## config.mk

```make
export PLATFORM = sky130hd
export DESIGN_NAME = hamming_dec_engine
export DESIGN_NICKNAME = d
export VERILOG_FILES = /design/src/rtl/hamming_dec_engine.sv
export SDC_FILE = /design/constraint.sdc
export NUM_CORES = 1
export LEC_CHECK = 0
export CAP_MARGIN = 20
export CORE_MARGIN = 1
export CORE_UTILIZATION = 40
export DETAILED_ROUTE_END_ITERATION = 10
export HOLD_SLACK_MARGIN = 0.06
export REMOVE_ABC_BUFFERS = 1
export SYNTH_ARGS = -nofsm -noshare
export SYNTH_HDL_FRONTEND = slang
export SYNTH_SLANG_ARGS = --single-unit
```

## constraint.sdc

```tcl
create_clock -name clk -period 1.98 [get_ports clk]
set_input_delay 0.495 -clock clk [delete_from_list [all_inputs] [get_ports clk]]
set_output_delay 0.495 -clock clk [all_outputs]
set_load 0.02 [all_outputs]
```

## src/rtl/hamming_dec_engine.sv

```systemverilog
// hamming_dec_engine
// Memory-walking SECDED Hamming(16,11) decoder. Reads NUM_WORDS encoded words
// (two bytes each) from the shared byte-wide data memory. For each word it
// corrects a single-bit error, flags a double-bit error, and writes the 11-bit
// message plus a 2-bit status back to the output region.
//
// Encoded word bits [15:0] = {d11..d5, p8, d4..d2, p4, d1, p2, p1, p0}.
// Result high byte = {flags, 3'b000, d11..d9}; result low byte = d8..d1.
// Flags: 00 clean, 01 single error (corrected), 10 double error (raw data).

module hamming_dec_engine #(
   parameter int NUM_WORDS = 15,
   parameter int IN_BASE   = 30,
   parameter int OUT_BASE  = 0,
   parameter int ADDR_W    = 8
) (
   input  logic              clk,
   input  logic              reset,
   input  logic              start,
   output logic [ADDR_W-1:0] mem_addr,
   input  logic [7:0]        mem_rd_data,
   output logic              mem_wr_en,
   output logic [7:0]        mem_wr_data,
   output logic [3:0]        err1_cnt,
   output logic [3:0]        err2_cnt,
   output logic              done
);

   localparam int IDX_W = (NUM_WORDS > 1) ? $clog2(NUM_WORDS) : 1;

   localparam logic [ADDR_W-1:0] IN_BASE_A  = ADDR_W'(IN_BASE);
   localparam logic [ADDR_W-1:0] OUT_BASE_A = ADDR_W'(OUT_BASE);
   localparam logic [IDX_W-1:0]  LAST_IDX   = IDX_W'(NUM_WORDS - 1);

   typedef enum logic [2:0] {
      IDLE,
      RD_LO,
      RD_HI,
      CAP_HI,
      DEC,
      WR_LO,
      WR_HI,
      DONE
   } state_t;

   state_t state_reg;

   logic [IDX_W-1:0] idx_reg;
   logic [15:0]      word_reg;     // encoded word being decoded
   logic [7:0]       hi_byte_reg;  // result high byte, held for the WR_HI beat

   // Hamming position of message bit j (d1 is j=0); powers of two hold parity.
   function automatic int data_pos(input int j);
      if (j == 0)
         return 3;
      else if (j <= 3)
         return j + 4;
      else
         return j + 5;
   endfunction

   // ------------------------------------------------------------------
   // Address generation for the current and the following word
   // ------------------------------------------------------------------
   logic [IDX_W-1:0]  idx_inc;
   logic [ADDR_W-1:0] word_off;
   logic [ADDR_W-1:0] next_off;
   logic [ADDR_W-1:0] in_hi_addr;
   logic [ADDR_W-1:0] out_lo_addr;
   logic [ADDR_W-1:0] out_hi_addr;
   logic [ADDR_W-1:0] next_in_lo_addr;

   assign idx_inc         = idx_reg + IDX_W'(1);
   assign word_off        = ADDR_W'({idx_reg, 1'b0});
   assign next_off        = ADDR_W'({idx_inc, 1'b0});
   assign in_hi_addr      = IN_BASE_A + word_off + ADDR_W'(1);
   assign out_lo_addr     = OUT_BASE_A + word_off;
   assign out_hi_addr     = OUT_BASE_A + word_off + ADDR_W'(1);
   assign next_in_lo_addr = IN_BASE_A + next_off;

   // ------------------------------------------------------------------
   // Syndrome: XOR of the position indices of all set bits 1..15
   // ------------------------------------------------------------------
   logic [3:0] syn_term [1:15];
   logic [3:0] syndrome;
   logic       overall_par;

   generate
      for (genvar gi = 1; gi < 16; gi++) begin : g_syn
         assign syn_term[gi] = word_reg[gi] ? 4'(gi) : 4'd0;
      end
   endgenerate

   // Fold the per-bit index contributions into the syndrome
   always_comb begin
      syndrome = 4'd0;
      for (int k = 1; k < 16; k++) begin
         syndrome = syndrome ^ syn_term[k];
      end
   end

   assign overall_par = ^word_reg;

   // ------------------------------------------------------------------
   // Message extraction with single-error correction. A bit is flipped
   // only when overall parity is odd and the syndrome points at it; an
   // error in p0 (syndrome 0) leaves the message untouched, and a double
   // error (even parity, nonzero syndrome) passes the data through raw.
   // ------------------------------------------------------------------
   logic [10:0] dec_data;

   generate
      for (genvar gi = 0; gi < 11; gi++) begin : g_data
         localparam int POS = data_pos(gi);
         assign dec_data[gi] = word_reg[POS] ^ (overall_par && (syndrome == 4'(POS)));
      end
   endgenerate

   // Classify the word into its status flags
   logic [1:0] dec_flags;

   always_comb begin
      dec_flags = 2'b00;
      if (overall_par)
         dec_flags = 2'b01;
      else if (syndrome != 4'd0)
         dec_flags = 2'b10;
   end

   // ------------------------------------------------------------------
   // Control FSM; every memory-side output is registered on the edge that
   // enters the state in which it must be valid.
   // ------------------------------------------------------------------
   always_ff @(posedge clk) begin
      if (reset) begin
         state_reg   <= IDLE;
         idx_reg     <= '0;
         word_reg    <= '0;
         hi_byte_reg <= '0;
         mem_addr    <= '0;
         mem_wr_en   <= 1'b0;
         mem_wr_data <= '0;
         err1_cnt    <= 4'd0;
         err2_cnt    <= 4'd0;
         done        <= 1'b0;
      end else begin
         case (state_reg)
            IDLE, DONE: begin
               if (start) begin
                  state_reg <= RD_LO;
                  idx_reg   <= '0;
                  err1_cnt  <= 4'd0;
                  err2_cnt  <= 4'd0;
                  done      <= 1'b0;
                  mem_addr  <= IN_BASE_A;
                  mem_wr_en <= 1'b0;
               end
            end

            RD_LO: begin
               // Low-byte address is on the bus; move on to the high byte
               mem_addr  <= in_hi_addr;
               state_reg <= RD_HI;
            end

            RD_HI: begin
               word_reg[7:0] <= mem_rd_data;
               state_reg     <= CAP_HI;
            end

            CAP_HI: begin
               word_reg[15:8] <= mem_rd_data;
               state_reg      <= DEC;
            end

            DEC: begin
               hi_byte_reg <= {dec_flags, 3'b000, dec_data[10:8]};
               mem_wr_data <= dec_data[7:0];
               mem_addr    <= out_lo_addr;
               mem_wr_en   <= 1'b1;
               if (dec_flags == 2'b01 && err1_cnt != 4'd15)
                  err1_cnt <= err1_cnt + 4'd1;
               if (dec_flags == 2'b10 && err2_cnt != 4'd15)
                  err2_cnt <= err2_cnt + 4'd1;
               state_reg <= WR_LO;
            end

            WR_LO: begin
               mem_wr_data <= hi_byte_reg;
               mem_addr    <= out_hi_addr;
               state_reg   <= WR_HI;
            end

            WR_HI: begin
               mem_wr_en <= 1'b0;
               if (idx_reg == LAST_IDX) begin
                  done      <= 1'b1;
                  state_reg <= DONE;
               end else begin
                  idx_reg   <= idx_inc;
                  mem_addr  <= next_in_lo_addr;
                  state_reg <= RD_LO;
               end
            end

            default: begin
               state_reg <= IDLE;
            end
         endcase
      end
   end

endmodule

```

* Word-level counts from Yosys, hierarchy flattened
Cells that the tools add are included.
Widths: inputs -> output; s select.
** Storage, ports and cells
- Output and inout port bits :: 26
- Word-level logic and storage cells :: 134
- Input bits :: 11
- Bits in registers :: 54
** Operators by class
- Add/subtract/negate cells :: 7
- Bitwise logic cells :: 25
- Reduce and logical (&&, ||, !) cells :: 28
- Mux-type cells :: 35
- Equal/unequal tests :: 28
** Operators with widths (number)
- $mux 4 :: 12
- $pmux 8 s5 :: 1
- $eq 4x4->1 const B :: 8
- $xor 4x4->4 :: 7
- $pmux 4 s2 :: 3
- $pmux 3 s7 :: 1
- $mux 3 :: 6
- $mux 8 :: 2
- $pmux 8 s2 :: 1
- $reduce_xor 16->1 :: 1
- $reduce_and 3->1 :: 5
- $logic_and 1x1->1 :: 13
- $add 4x1->4 const B :: 3
- $add 5x5->6 const A :: 2
- $eq 3x3->1 const B :: 4
- $eq 4x3->1 const B :: 3
- $xor 1x1->1 :: 11
- $ne 2x2->1 const B :: 5
- $xor 3x3->3 :: 3
- $mux 2 :: 4
- $ne 4x4->1 const B :: 2
- $add 6x1->7 const B :: 1
- $add 5x1->6 const B :: 1
- $eq 3x2->1 const B :: 2
- 18 further kinds :: 22

* Depth between registers and ports, before layout
Gate-level depths: netlist of run 1.
- Depth in word-level cells :: 22
- Mapped depth :: 9

* Worst setup path after synthesis of run 1
No wires, ideal clock.
- Kind :: flip-flop to flip-flop
- Start point :: register word_reg[5]
- End point :: register err1_cnt[3]
- Required time :: 1.910 ns
- Cell stages (with the launch flop) :: 7
- Arrival time :: 2.003 ns
- Path buffers :: 0
- Period minus slack after synthesis :: 2.073 ns
- Setup slack :: -0.093 ns
- Path through :: dfxtp_1 -> xnor2_1 -> xor2_4 -> xnor2_2 -> xnor2_1 -> or4_1 -> a21oi_1
** Between the ends
- Cells in the longest elaborated chain, start to end :: 19
** RTL lines
- start: declaration :: line 49 : logic [15:0] word_reg;
- start signal: assignment :: line 167 : word_reg[7:0] <= mem_rd_data;
- $mux 3 :: line 90 : assign syn_term[gi] = word_reg[gi] ? 4'(gi) : 4'd0;
- $xor 3x3->3 (3 in a row) :: line 98 : syndrome = syndrome ^ syn_term[k];
- $xor 3x4->4 :: line 98
- $xor 4x4->4 (7 in a row) :: line 98
- $reduce_bool 4->1 :: line 126 : else if (syndrome != 4'd0)
- $mux 2 :: line 126
- $mux 2 * :: line 124 : if (overall_par)
- $eq 2x1->1 * :: line 181 : if (dec_flags == 2'b01 && err1_cnt != 4'd15)
- $logic_and 1x1->1 * :: line 181
- $ne 2x2->1 (no source line) *
- $reduce_and 3->1 (no source line) *
- end signal: assignment :: line 182 : err1_cnt <= err1_cnt + 4'd1;
- end: declaration :: line 24 : output logic [3:0] err1_cnt,
Mark *: on every way between the ends. The rest lies on a longest branch, timed or not.
A chain may end at the register's enable or synchronous reset.

* Final worst setup path of run 1
- Start point :: register word_reg[6]
- End point :: register hi_byte_reg[0]
** Between the ends
- Cells in the longest elaborated chain, start to end :: 14
** RTL lines
- $mux 3 :: line 90
- $xor 3x3->3 (2 in a row) :: line 98
- $xor 3x4->4 :: line 98
- $xor 4x4->4 (7 in a row) :: line 98
- $eq 4x4->1 :: line 115 : assign dec_data[gi] = word_reg[POS] ^ (overall_par && (syndrome == 4'(POS)));
- $logic_and 1x1->1 * :: line 115
- $xor 1x1->1 * :: line 115
- end signal: assignment :: line 177 : hi_byte_reg <= {dec_flags, 3'b000, dec_data[10:8]};
- end: declaration :: line 50 : logic [7:0] hi_byte_reg;
Marks and branches as above.

==> qor.yml, run 1 <==
synth_cell_types: 49
outcome: "finished with violations"
syn_inst: 384
worstSetupPathType: "flop to flop"
ys_seq_elements: 52
via_count: 3267
std_cell_rows: 31
vias_per_cell: 5.57
synth_top_area_cell: "dfxtp_1"
largest_reg_flops: 16
holdCritStartpoint: "mem_wr_data[5]$_SDFFE_PP0P_"
period_minus_slack_ns: 2.10
num-nets-final: 503
hold_violations: 0
cellPowerDensity_nw_per_um2: 678
grt_overflow: 0
drt_pass1_iterations: 4
h-tree-depth: 2
num_io_pins: 37
ir_drop_mv: 0.562
skew_ns: 0.0186
area_growth_pct: 54.6
drcViolationCount: 0
cts-buffers-inserted: 5
synth_area_um2: 3140
layout-drive-gt1-share_pct: 34.2
dieArea_um2: 8220
cp.required_ns: 2.19
yosys.cell_count.top_type: "dfxtp_1"
setup.worst_path.start_class: "flop"
finalNonFillerCells: 587
antenna_found_initial: 0
violations: "setup timing"
r2r_slack_ns: -0.12
yosys-top-cells-area: "dfxtp_1, a21oi_1, xnor2_1, xor2_1, nor2_1"
coreArea_um2: 7410
synth_top_area_share_pct: 33.1
routed_wl_um: 9650
r2r_end: "hi_byte_reg[0]$_SDFFE_PP0P_"
cp.arrival_ns: 2.31
fin_ws_ns: -0.121
fmax_mhz: 476
diodes: 0
rr_worst_depth: 9
synthTopCellsByCount: "dfxtp_1, a21oi_1, nor2_1"
finalPower_uw: 3300
wire_per_inst_um: 16.4
ant_nets: 0
root_buffer: "clkbuf_8"
clockBufferDepth: 2
fill_cells: 585
grt_pass1_vias: 3023
p_leak_uw: 0.00183
worstHoldPathCells: 2
ys_warn_count: 0
min_path_type: "flop to flop"
whs_endpoint: "mem_wr_data[5]$_SDFFE_PP0P_"
cts_sinks: 52
rsz0062_at_grt: "true"
place_congestion: 0.926
die_w_um: 90.6
start_util_pct: 42.4
post-route-period-util_pct: 106
place_inst: 566
grt_pass1_wl_um: 14500
insertion_delay_ns: 0.31
drv_cap: 0
cts_tree: "yes"
clk_pin_slew_ns: 0.11
drt_iter0_drc: 248
hold-worst-slack_ns: 0.454
grt_util_all_layers_pct: 21.6
grt_start_max_net_pins: 40
async_reset_ff_share_pct: 0
r2r-start: "word_reg[6]$_SDFFE_PP0P_"
setup-violations-final: 15
worstSetupEndpointType: "flop"
hpwl_um: 6300
die_y_um: 90.6
io_buffers: 34
yosysSeqAreaShare_pct: 33.1
postSynthAreaPerCell_um2: 8.18
synth_ff_type: "dfxtp_1"
synth_edf_count: 0
cp_max_fo: 6
drv_slew: 0
-- layout make-up --
type,instances,area (µm²),area share (%)
multi-input cells,303,2500,51.5
repair buffers,119,1010,20.8
flip-flops and latches,52,1080,22.1
well taps,99,124,2.55
clock buffers,7,96.3,1.98
inverters,6,22.5,0.464
clock inverters,1,30.0,0.618
-- where the power goes --
part | switching [µW] | leakage, µW | internal (µW)
Clock | 371 | 0.0000645 | 447
Combinational | 691 | 0.00134 | 650
Sequential | 51.1 | 0.000430 | 1080
-- worst max-delay path by stage --
stage | start | end | slack [ns] | cells past startpoint
6_report | word_reg[6]$_SDFFE_PP0P_ | hi_byte_reg[0]$_SDFFE_PP0P_ | -0.12 | 9
5_1_grt | word_reg[7]$_SDFFE_PP0P_ | hi_byte_reg[0]$_SDFFE_PP0P_ | -0.23 | 9
3_3_place_gp | start | err2_cnt[3]$_SDFFE_PP0P_ | -0.21 | 7
4_1_cts | word_reg[7]$_SDFFE_PP0P_ | err1_cnt[3]$_SDFFE_PP0P_ | -0.04 | 7
2_1_floorplan | word_reg[5]$_SDFFE_PP0P_ | err1_cnt[3]$_SDFFE_PP0P_ | -0.09 | 6
3_5_place_dp | word_reg[8]$_SDFFE_PP0N_ | hi_byte_reg[1]$_SDFFE_PP0P_ | -0.26 | 6
-- metal layers --
layer	part of all wire [%]	vias up	GRT usage [%]
li1	-	1589	-
met1	44	1574	29.4
met2	50	90	35.6
met3	4.4	14	3.54
met4	1.6	0	5.24
met5	0	-	0
-- per-stage QoR --
stage | utilization, % | worst slack, ns | setup TNS [ns] | cell area [µm²]
after floorplan | - | -0.0930 | -0.482 | 3050
after global placement | 54.7 | -0.215 | -2.51 | 4050
after detailed placement | 54.7 | -0.256 | -3.45 | 4050
after CTS | 59.7 | -0.0373 | -0.129 | 4420
after global routing | 65.6 | -0.225 | -2.21 | 4860
final | 65.6 | -0.121 | -0.760 | 4860
-- worst max-delay path, cell delays in order (launching register included) --
cell and delay (ns):
dfxtp_2 0.34, xor2_2 0.17, buf_4 0.15, xor2_4 0.22, buf_6 0.18, nor4_4 0.28
buf_4 0.21, o22ai_2 0.08, xor2_1 0.17, a211oi_1 0.21
-- placed cells by master (no fill, tap or decap), drive strengths merged, types with 11 or more instances in the layout --
master         count
nand3             18
xor2              27
nor4              12
dfxtp             52
o21ai             11
nor3              16
o22ai             18
nor2              32
a21oi             34
buf               85
clkdlybuf4s50     34
nand2             30
xnor2             21
-- cell families after synthesis --
kind of cell	synth area share [%]
simple gates	22.1
flops	33.1
other cells	0.119
mux	3.18
buf+inv	3.82
fa+ha+maj	1.99
xor+xnor	16.1
compound gates	19.5
-- repair_timing --
action | in CTS | in global routing
pin swaps | 12 | 29
buffers inserted | 8 | 8
hold buffers | 0 | 0
endpoints found under the setup margin | 19 | 26
gates resized for setup | 33 | 69
Power figures use the tool's default switching activity.
==> run 2: changes to the inputs <==
- MAX_ROUTING_LAYER: unset -> met4
==> run 2 against run 1 <==
  * The flow still finishes with violations (setup timing)
  * Critical path type unchanged
  * Cell count unchanged
  * Count of clock-buffer cells in the layout unchanged
  * Combinational power about the same
  * Register-to-register slack about the same
  * Core utilization unchanged
  * Die area unchanged
  * Largest power group unchanged
  * Clock skew about the same
  * Critical path depth unchanged
  * Wire length increased by 0.45%
  * Maximum frequency about the same
==> qor.yml, run 2 (synthesis results as in run 1) <==
grt_overflow: 0
layout-drive-gt1-share_pct: 34.2
diodes: 0
clockBufferDepth: 2
insertion_delay_ns: 0.32
drv_cap: 0
largest_reg_flops: 16
cp.arrival_ns: 2.32
drt_iter0_drc: 252
num_io_pins: 37
rsz0062_at_grt: "true"
drcViolationCount: 0
clk_pin_slew_ns: 0.11
start_util_pct: 42.4
setup.worst_path.start_class: "flop"
final_common_cell: "buf_4"
area_growth_pct: 54.6
skew_ns: 0.0185
cellPowerDensity_nw_per_um2: 680
grt_start_max_net_pins: 40
path_depth: 9
max_stage_delay_ns: 0.34
period_minus_slack_ns: 2.10
fin_tns_setup_ns: -0.858
antenna_found_initial: 0
cpLargestDelayFamily: "XOR/XNOR gates"
fmax_mhz: 476
drt_pass1_iterations: 5
rr_worst_depth: 9
crit_end: "hi_byte_reg[0]$_SDFFE_PP0P_"
r2r-start: "word_reg[6]$_SDFFE_PP0P_"
cp_max_fo: 6
grt_util_all_layers_pct: 22.3
routed_wl_um: 9700
setup-violations-final: 15
cp_slowest_cell: "dfxtp_2"
finalPower_uw: 3300
cp.required_ns: 2.20
ir_drop_mv: 0.562
die_w_um: 90.6
die_y_um: 90.6
hold-worst-slack_ns: 0.454
hold_violations: 0
r2r_slack_ns: -0.12
p_leak_uw: 0.00183
vias_per_cell: 5.64
path_buf_inv: 3
io_buffers: 34
cpMostUsedCell: "buf_4"
ant_nets: 0
h-tree-depth: 2
fin_ws_ns: -0.121
layout_common_cells: "buf_4, dfxtp_1, clkdlybuf4s50_1, nor2_1, a21oi_1"
worstSetupEndpointType: "flop"
finalNonFillerCells: 587
wire_per_inst_um: 16.5
std_cell_rows: 31
place_inst: 566
hpwl_um: 6300
grt_pass1_vias: 3022
coreArea_um2: 7410
min_path_type: "flop to flop"
place_congestion: 0.942
root_buffer: "clkbuf_8"
cts-buffers-inserted: 5
dieArea_um2: 8220
postPlaceCellArea_um2: 4050
finalInstanceArea_um2: 4860
grt_pass1_wl_um: 14500
num-nets-final: 503
cts_sinks: 52
outcome: "finished with violations"
post-route-period-util_pct: 106
worstSetupPathType: "flop to flop"
violations: "setup timing"
path_cells: "xor2_2, buf_4, xor2_4, buf_6, nor4_4, buf_4, o22ai_2, xor2_1, a211oi_1"
r2r_end: "hi_byte_reg[0]$_SDFFE_PP0P_"
via_count: 3313
drv_slew: 0
cts_tree: "yes"
startpoint: "word_reg[6]$_SDFFE_PP0P_"
==> run 2: cell counts in the layout (fill, tap and decap cells not counted) <==
Identical to the previous run, type by type.
==> run 2: repair_timing <==
action / CTS / global route
setup buffers: 8 / 8
pin swaps: 12 / 29
hold buffers: 0 / 0
gates resized for setup: 33 / 69
endpoints found under the setup margin: 19 / 26
==> run 2: final cells by class <==
class | instances | area (µm²)
fill | 585 | 2550
multi-input combinational | 303 | 2500
sequential | 52 | 1080
timing repair buffer | 119 | 1010
tap | 99 | 124
clock buffer | 7 | 96.3
clock inverter | 1 | 30.0
inverter | 6 | 22.5
==> run 2: power by group <==
part	internal, µW	total, µW	switching, µW
sequential	1080	1140	51.6
combinational	650	1340	694
clock	447	821	374
==> run 2: worst min-delay path by stage <==
| stage | start | endpoint | slack, ns | depth (start not counted) |
|---|---|---|---|---|
| 2_1_floorplan | word_reg[8]$_SDFFE_PP0N_ | word_reg[8]$_SDFFE_PP0N_ | 0.44 | 2 |
| 3_3_place_gp | mem_wr_data[5]$_SDFFE_PP0P_ | mem_wr_data[5]$_SDFFE_PP0P_ | 0.44 | 2 |
| 3_5_place_dp | mem_wr_data[5]$_SDFFE_PP0P_ | mem_wr_data[5]$_SDFFE_PP0P_ | 0.44 | 2 |
| 4_1_cts | mem_wr_data[5]$_SDFFE_PP0P_ | mem_wr_data[5]$_SDFFE_PP0P_ | 0.46 | 2 |
| 5_1_grt | mem_addr[2]$_SDFFE_PP0P_ | mem_addr[2]$_SDFFE_PP0P_ | 0.49 | 2 |
| 6_report | mem_wr_data[5]$_SDFFE_PP0P_ | mem_wr_data[5]$_SDFFE_PP0P_ | 0.45 | 2 |
==> run 2: stage by stage <==
stage               setup WS (ns)  util, %
floorplan                 -0.0930        -
global placement           -0.215     54.7
detailed placement         -0.256     54.7
CTS                       -0.0373     59.7
global route               -0.225     65.6
finish                     -0.121     65.6
==> run 2: routing by layer <==
layer / track usage [%] / vias up / share of wire, % / routed length, µm
li1: - / 1592 / - / -
met1: 29.5 / 1594 / 44 / 4230
met2: 35.8 / 109 / 50 / 4890
met3: 3.37 / 18 / 4.5 / 437
met4: 5.24 / 0 / 1.4 / 136
met5: - / - / 0 / 0
==> run 2: worst register-to-register path, cell delays in order, from the launching register on <==
cell	delay (ns)
dfxtp_2	0.34
xor2_2	0.17
buf_4	0.15
xor2_4	0.22
buf_6	0.18
nor4_4	0.29
buf_4	0.21
o22ai_2	0.08
xor2_1	0.17
a211oi_1	0.21
==> run 3: changes to the inputs <==
- RECOVER_POWER: unset -> 50
==> run 3 against run 2 <==
  * The run still ends with setup timing left
  * Clock skew is 0.0022 ns lower
  * Clock power hardly changed
  * Total power is 0.39% lower
  * Global-route usage stayed put
  * Die area stayed put
  * Critical endpoint unchanged
  * Highest routed layer unchanged
==> qor.yml, run 3 (synthesis results as in run 1) <==
die_y_um: 90.6
setup.worst_path.start_class: "flop"
start_util_pct: 42.4
rr_worst_depth: 9
num-nets-final: 503
diodes: 0
grt_util_all_layers_pct: 22.3
rsz0062_at_grt: "true"
cts_hold_buf: 0
hold_violations: 0
num_io_pins: 37
place_congestion: 0.942
layout-drive-gt1-share_pct: 33.8
finalPower_uw: 3290
cpMostUsedCell: "buf_4"
drcViolationCount: 0
r2r-start: "word_reg[6]$_SDFFE_PP0P_"
fin_ws_ns: -0.123
worstSetupEndpointType: "flop"
path_cells: "xor2_2, buf_4, xor2_4, buf_6, nor4_4, buf_4, o22ai_2, xor2_1, a211oi_1"
cts_tree: "yes"
grt_pass1_wl_um: 14500
cp.required_ns: 2.20
cts-buffers-inserted: 5
hpwl_um: 6300
multi_input_area_um2: 2500
cp.arrival_ns: 2.32
dieArea_um2: 8220
fmax_mhz: 476
startpoint: "word_reg[6]$_SDFFE_PP0P_"
r2r_end: "hi_byte_reg[0]$_SDFFE_PP0P_"
ant_nets: 0
postPlaceCellArea_um2: 4050
cts_sinks: 52
drv_cap: 0
worstSetupPathType: "flop to flop"
grt_start_max_net_pins: 40
std_cell_rows: 31
drt_pass1_iterations: 5
root_buffer: "clkbuf_8"
drv_slew: 0
final_common_cell: "buf_4"
period_minus_slack_ns: 2.10
skew_ns: 0.0163
crit_end: "hi_byte_reg[0]$_SDFFE_PP0P_"
antenna_found_initial: 0
io_buffers: 34
cpLargestDelayFamily: "XOR/XNOR gates"
cellPowerDensity_nw_per_um2: 678
finalNonFillerCells: 587
routed_wl_um: 9700
r2r_slack_ns: -0.12
coreArea_um2: 7410
ir_drop_mv: 0.558
largest_reg_flops: 16
die_w_um: 90.6
setup-violations-final: 15
vias_per_cell: 5.56
clk_pin_slew_ns: 0.10
max_stage_delay_ns: 0.34
min_path_type: "flop to flop"
via_count: 3265
wire_per_inst_um: 16.5
cp_slowest_cell: "dfxtp_2"
fill_cells: 589
outcome: "finished with violations"
ff_latch_area_um2: 1080
p_leak_uw: 0.00186
violations: "setup timing"
cp_max_fo: 6
finalInstanceArea_um2: 4850
grt_pass1_vias: 3022
place_inst: 566
h-tree-depth: 2
layout_common_cells: "buf_4, dfxtp_1, nor2_1, a21oi_1, nand2_1"
drt_iter0_drc: 238
fin_tns_setup_ns: -0.909
insertion_delay_ns: 0.32
grt_overflow: 0
area_growth_pct: 54.3
path_depth: 9
path_buf_inv: 3
clockBufferDepth: 2
post-route-period-util_pct: 106
-- run 3: cell types whose count changed in the layout (fill, tap and decap cells not counted) --
| cell | change |
|---|---|
| dlygate4sd3_1 | +12 |
| clkbuf_4 | +1 |
| clkbuf_1 | +2 |
| buf_4 | -3 |
| clkdlybuf4s50_1 | -12 |
-- run 3: metal layers --
layer / vias to the layer above / global-route usage (%) / share of wire [%]
met2: 84 / 35.8 / 51
met4: 0 / 5.24 / 1.4
met1: 1570 / 29.5 / 44
met3: 16 / 3.37 / 3.7
met5: - / - / 0
li1: 1595 / - / -
-- run 3: what timing repair did --
| item | in CTS | in global routing |
|---|---|---|
| resized for setup | 33 | 69 |
| pin swaps | 12 | 29 |
| endpoints found under the setup margin | 19 | 26 |
| buffers inserted | 8 | 8 |
-- run 3: tightest hold or removal path, stage by stage (launching register included) --
cell and delay, ns:
dfxtp_1 0.32, nand2_1 0.05, o21ai_1 0.05
-- run 3: worst min-delay path by stage --
stage,depth (start not counted),to,from
floorplan,2,word_reg[8]$_SDFFE_PP0N_,word_reg[8]$_SDFFE_PP0N_
global placement,2,mem_wr_data[5]$_SDFFE_PP0P_,mem_wr_data[5]$_SDFFE_PP0P_
detailed placement,2,mem_wr_data[5]$_SDFFE_PP0P_,mem_wr_data[5]$_SDFFE_PP0P_
CTS,2,mem_wr_data[5]$_SDFFE_PP0P_,mem_wr_data[5]$_SDFFE_PP0P_
global route,2,mem_addr[2]$_SDFFE_PP0P_,mem_addr[2]$_SDFFE_PP0P_
finish,2,mem_wr_data[5]$_SDFFE_PP0P_,mem_wr_data[5]$_SDFFE_PP0P_
-- run 3: metrics by stage --
step,setup slack [ns],util (%),hold slack [ns]
6_report,-0.123,65.5,0.450
5_1_grt,-0.225,65.5,0.483
4_1_cts,-0.0373,59.7,0.465
3_5_place_dp,-0.256,54.7,0.441
3_3_place_gp,-0.215,54.7,0.438
2_1_floorplan,-0.0930,-,0.443
-- run 3: power by group --
part           switching, µW  internal, µW  leakage [µW]
logic                    695           641       0.00136
registers               50.8          1080      0.000430
clock network            371           447     0.0000645
-- run 3: area by class of cell --
class,instances,area share [%]
clock buffer,7,1.99
sequential,52,22.2
clock inverter,1,0.619
tap,99,2.55
inverter,6,0.464
multi-input combinational,303,51.6
timing repair buffer,119,20.6
